[config.mk]
export PLATFORM = sky130hd
export DESIGN_NAME = pc_sequencer
export DESIGN_NICKNAME = d
export VERILOG_FILES = /design/src/rtl/pc_sequencer.sv
export SDC_FILE = /design/constraint.sdc
export NUM_CORES = 1
export LEC_CHECK = 0
export ABC_AREA = 1
export CAP_MARGIN = 20
export CORE_MARGIN = 2
export CORE_UTILIZATION = 35
export CTS_CLUSTER_SIZE = 14
export DETAILED_ROUTE_END_ITERATION = 12
export PLACE_DENSITY = 0.72
export SLEW_MARGIN = 20
export SYNTH_ARGS = -nofsm -noshare
export SYNTH_HDL_FRONTEND = slang
export SYNTH_SLANG_ARGS = --single-unit
[constraint.sdc]
create_clock -name clk -period 1.4 [get_ports clk]
set_input_delay 0.14 -clock clk [delete_from_list [all_inputs] [get_ports clk]]
set_output_delay 0.14 -clock clk [all_outputs]
set_load 0.005 [all_outputs]
[src/rtl/pc_sequencer.sv]
// Program counter sequencer: owns the PC register, selects pc+1 or a queued jump target,
// and presents each PC to instruction fetch over a valid/ready handshake.
module pc_sequencer #(
    parameter int unsigned WIDTH    = 6,
    parameter int unsigned RESET_PC = 0
) (
    input  logic             clk,
    input  logic             reset,
    input  logic             start,
    input  logic             halt,
    input  logic             jump_req,
    input  logic [WIDTH-1:0] jump_addr,
    output logic             jump_ack,
    output logic             fetch_valid,
    input  logic             fetch_ready,
    output logic [WIDTH-1:0] pc,
    output logic             mux_sel,
    output logic             busy,
    output logic             wrap
);

    localparam logic [WIDTH-1:0] ResetPc = WIDTH'(RESET_PC);

    typedef enum logic [1:0] {StIdle, StRun, StHalted} state_e;

    state_e           state_q, state_d;
    logic [WIDTH-1:0] pc_q, pc_d;
    logic [WIDTH-1:0] pend_addr_q, pend_addr_d;
    logic             pend_valid_q, pend_valid_d;
    logic             fetch_valid_q;
    logic             busy_q;
    logic             wrap_q, wrap_d;
    logic             transfer;

    // State register; fetch_valid and busy are flopped alongside so they track the state.
    always_ff @(posedge clk) begin
        if (reset) begin
            state_q       <= StIdle;
            fetch_valid_q <= 1'b0;
            busy_q        <= 1'b0;
        end else begin
            state_q       <= state_d;
            fetch_valid_q <= (state_d == StRun);
            busy_q        <= (state_d == StRun);
        end
    end

    always_comb begin
        state_d = state_q;
        unique case (state_q)
            StIdle:   if (start) state_d = StRun;
            StRun:    if (halt && transfer) state_d = StHalted;
            StHalted: if (start) state_d = StRun;
            default:  state_d = StIdle;
        endcase
    end

    // Combinational outputs are forced low during reset.
    always_comb begin
        transfer = fetch_valid_q & fetch_ready;
        jump_ack = ~reset & jump_req & ~pend_valid_q & (state_q != StHalted);
        mux_sel  = ~reset & transfer & pend_valid_q;
    end

    always_comb begin
        pc_d         = pc_q;
        pend_addr_d  = pend_addr_q;
        pend_valid_d = pend_valid_q;
        wrap_d       = 1'b0;
        if (transfer) begin
            if (pend_valid_q) begin
                pc_d         = pend_addr_q;
                pend_valid_d = 1'b0;
            end else begin
                pc_d   = pc_q + 1'b1;
                wrap_d = (pc_q == '1);
            end
        end
        // Accept only happens with the entry empty, so it never collides with the consume above.
        if (jump_ack) begin
            pend_addr_d  = jump_addr;
            pend_valid_d = 1'b1;
        end
    end

    always_ff @(posedge clk) begin
        if (reset) begin
            pc_q         <= ResetPc;
            pend_addr_q  <= '0;
            pend_valid_q <= 1'b0;
            wrap_q       <= 1'b0;
        end else begin
            pc_q         <= pc_d;
            pend_addr_q  <= pend_addr_d;
            pend_valid_q <= pend_valid_d;
            wrap_q       <= wrap_d;
        end
    end

    assign fetch_valid = fetch_valid_q;
    assign busy        = busy_q;
    assign pc          = pc_q;
    assign wrap        = wrap_q;

endmodule

==> qor.csv <==
metric,value,unit
Worst path max stage delay,520,ps
Worst-path clk slew,100,ps
Initial DRC Count,10,
drt pass-1 iters,4,
HPWL Detailed,1.36,mm
WP data arrival,1190,ps
gr ovfl total,0,
Worst Hold End,pend_addr_q[1]$_SDFFE_PP0P_,
Yosys cell types,22,
DRC violations left,0,
reg2reg end,pc[4]$_SDFFE_PP0N_,
# hold bufs at CTS,0,
first-pass GRT wire length,2.98,mm
LEAKAGE,0.000499,uW
Worst VDD drop,480,uV
element type at the critical path end,output port,
synthesized area per cell,7.00,um^2
final worst slack,73.2,ps
"Hold Vio Cnt, Final",0,
# IOs,23,
number of vias per cell,4.74,
layout cell share with drive strength beyond 1,0.185,
Finished Cell Area,1130,um^2
Critical Path RT,1260,ps
CTS Buffer Depth,2,
Vias,824,
WHS Path Cells,3,
Num Clock Sinks,17,
Max Freq,754,MHz
Placed Cells,168,
FP Rows,17,
number of synthesized register bits,17,
worst path cell trace,clkdlybuf4s50_1,
CTS Root Cell,clkbuf_4,
largest net degree at the start of global routing,10,
Synth Cell Area,785,um^2
dpl ws,-178,ps
Worst Skew,3.03,ps
minimum clock period after layout,1330,ps
n_diodes,0,
CP startpoint kind,register,
post-synthesis sequential area ratio,0.434,
Die H,51.3,um
area grow syn2layout,44.5,%
TNS Setup,0,ps
routability cong.,0.864,
drt total wl,1.81,mm
Detail Route Antenna Nets,0,
die area,2640,um^2
Slew headroom,0.883,
CP Class,reg -> out,
chip width,51.3,um
status,completed,
synthesized instance count,112,
R2R Setup Slk,210,ps
H-tree Lvls,1,
CTS tree,yes,
Max Cap Viol,0,
routed length per instance,10.4,um
unrepaired setup endpoints after global routing,no,
worst skew pair latency,290,ps
Top delay family on crit path,buffers and inverters,
PwrDens,870,nW/um^2
Initial Utilization,0.362,
Worst Hold Class,in -> reg,
antenna violations before repair,0,
DP Area,1080,um^2
reg-to-reg critical path startpoint,pend_valid_q$_SDFFE_PP0P_,
CP Launch Point,pc[5]$_SDFFE_PP0N_,
Mapped Nets,125,
number of port buffers,22,
Min Hold Slack,392,ps
CP bufs+invs,1,
nets@finish,160,
slowest cell on the critical path,clkdlybuf4s50_1,
vias in the first global route,748,
Post-Layout Cell Count,174,
GR Util All Layers,0.151,
hold wc startpoint,jump_addr[1],
TritonCTS buffer count,3,
fin crit share,0.948,
final setup vio count,0,
Max Slew Vio Count,0,
Crit Path Max Fanout,4,
r2r worst-path depth,8,
Worst Tran Pin Value,174,ps
Synthesis Warnings,0,
Core Region,2170,um^2
## stage by stage
| stage | util | power [uW] |
|---|---|---|
| 3_5_place_dp | 0.500 | 730 |
| 4_1_cts | 0.517 | 992 |
| 6_report | 0.522 | 986 |
| 5_1_grt | 0.522 | 1030 |
| 2_1_floorplan | - | 630 |
| 3_3_place_gp | 0.500 | 724 |
## registers in the layout, summed over array words and instances, names as in the netlist
signal	flops
busy	1
wrap	1
pc	6
pend_addr_q	6
state_q	2
pend_valid_q	1
## where the power goes
part           leakage (uW)  switching (uW)  internal, uW
Sequential         0.000141            16.5           511
Combinational      0.000343            92.7           107
Clock             0.0000150             149           111
## cell usage after synthesis
cell type | number | area share
nand3_1 | 4 | 0.026
and3_1 | 1 | 0.0080
o211ai_1 | 1 | 0.0096
or2_0 | 1 | 0.0080
clkbuf_1 | 1 | 0.0048
inv_2 | 2 | 0.0096
o21ai_0 | 6 | 0.038
o21ai_1 | 2 | 0.013
a31oi_1 | 1 | 0.0080
nand2_1 | 32 | 0.15
buf_4 | 1 | 0.0096
dfxtp_1 | 17 | 0.43
nand3_4 | 1 | 0.022
nand2_2 | 1 | 0.0080
a21oi_1 | 15 | 0.096
nor2_2 | 1 | 0.0080
nor2_1 | 9 | 0.043
nor3_1 | 1 | 0.0064
inv_1 | 12 | 0.057
or2_2 | 1 | 0.0080
ha_1 | 1 | 0.016
buf_6 | 1 | 0.014
## area by class of cell
class                      instances  area, um^2
clock buffer                       4        26.3
fill                             222        1040
inverter                          14        58.8
multi-input combinational         78         372
sequential                        17         345
tap                               28        35.0
timing repair buffer              33         297
## per-layer routing
layer	vias up	share of wire	global-route usage	wire (um)
met5	-	0	0	0
met1	370	0.46	0.192	841
met3	4	0.050	0.0263	90
met2	23	0.47	0.255	851
met4	0	0.015	0.0526	28
li1	427	-	-	-
## worst max-delay path by stage
stage | endpoint | slack (ps) | cells past startpoint
global route | pc[5] | 20 | 1
global placement | jump_ack | -180 | 6
detailed placement | jump_ack | -180 | 6
finish | pc[5] | 70 | 1
CTS | jump_ack | 9 | 7
floorplan | pc[3]$_SDFFE_PP0N_ | 360 | 5
## cell usage in the layout (no fill, tap or decap), drive strengths merged
| master | instances |
|---|---|
| clkbuf | 5 |
| nor3 | 1 |
| o211ai | 1 |
| and3 | 1 |
| clkinvlp | 1 |
| inv | 13 |
| or2 | 2 |
| a31oi | 1 |
| nand3 | 5 |
| dfxtp | 17 |
| ha | 1 |
| dlygate4sd2 | 1 |
| buf | 11 |
| clkdlybuf4s50 | 20 |
| a21oi | 15 |
| nor2 | 10 |
| nand2 | 33 |
| o21ai | 8 |
## cell families after synthesis
logic type,share of synthesized area
AOI/OAI and AO/OA,0.164
adders and majority gates,0.0159
and+or+nand+nor,0.290
DFF,0.434
buffers and inverters,0.0957
## repair_timing
item | in CTS | in global routing
gates resized for setup | 4 | 7
buffers inserted | 1 | 1
endpoints found under the setup margin | 2 | 5
endpoints found under the hold margin | 0 | 0
pin swaps | 0 | 1
Power figures use the tool's default switching activity.
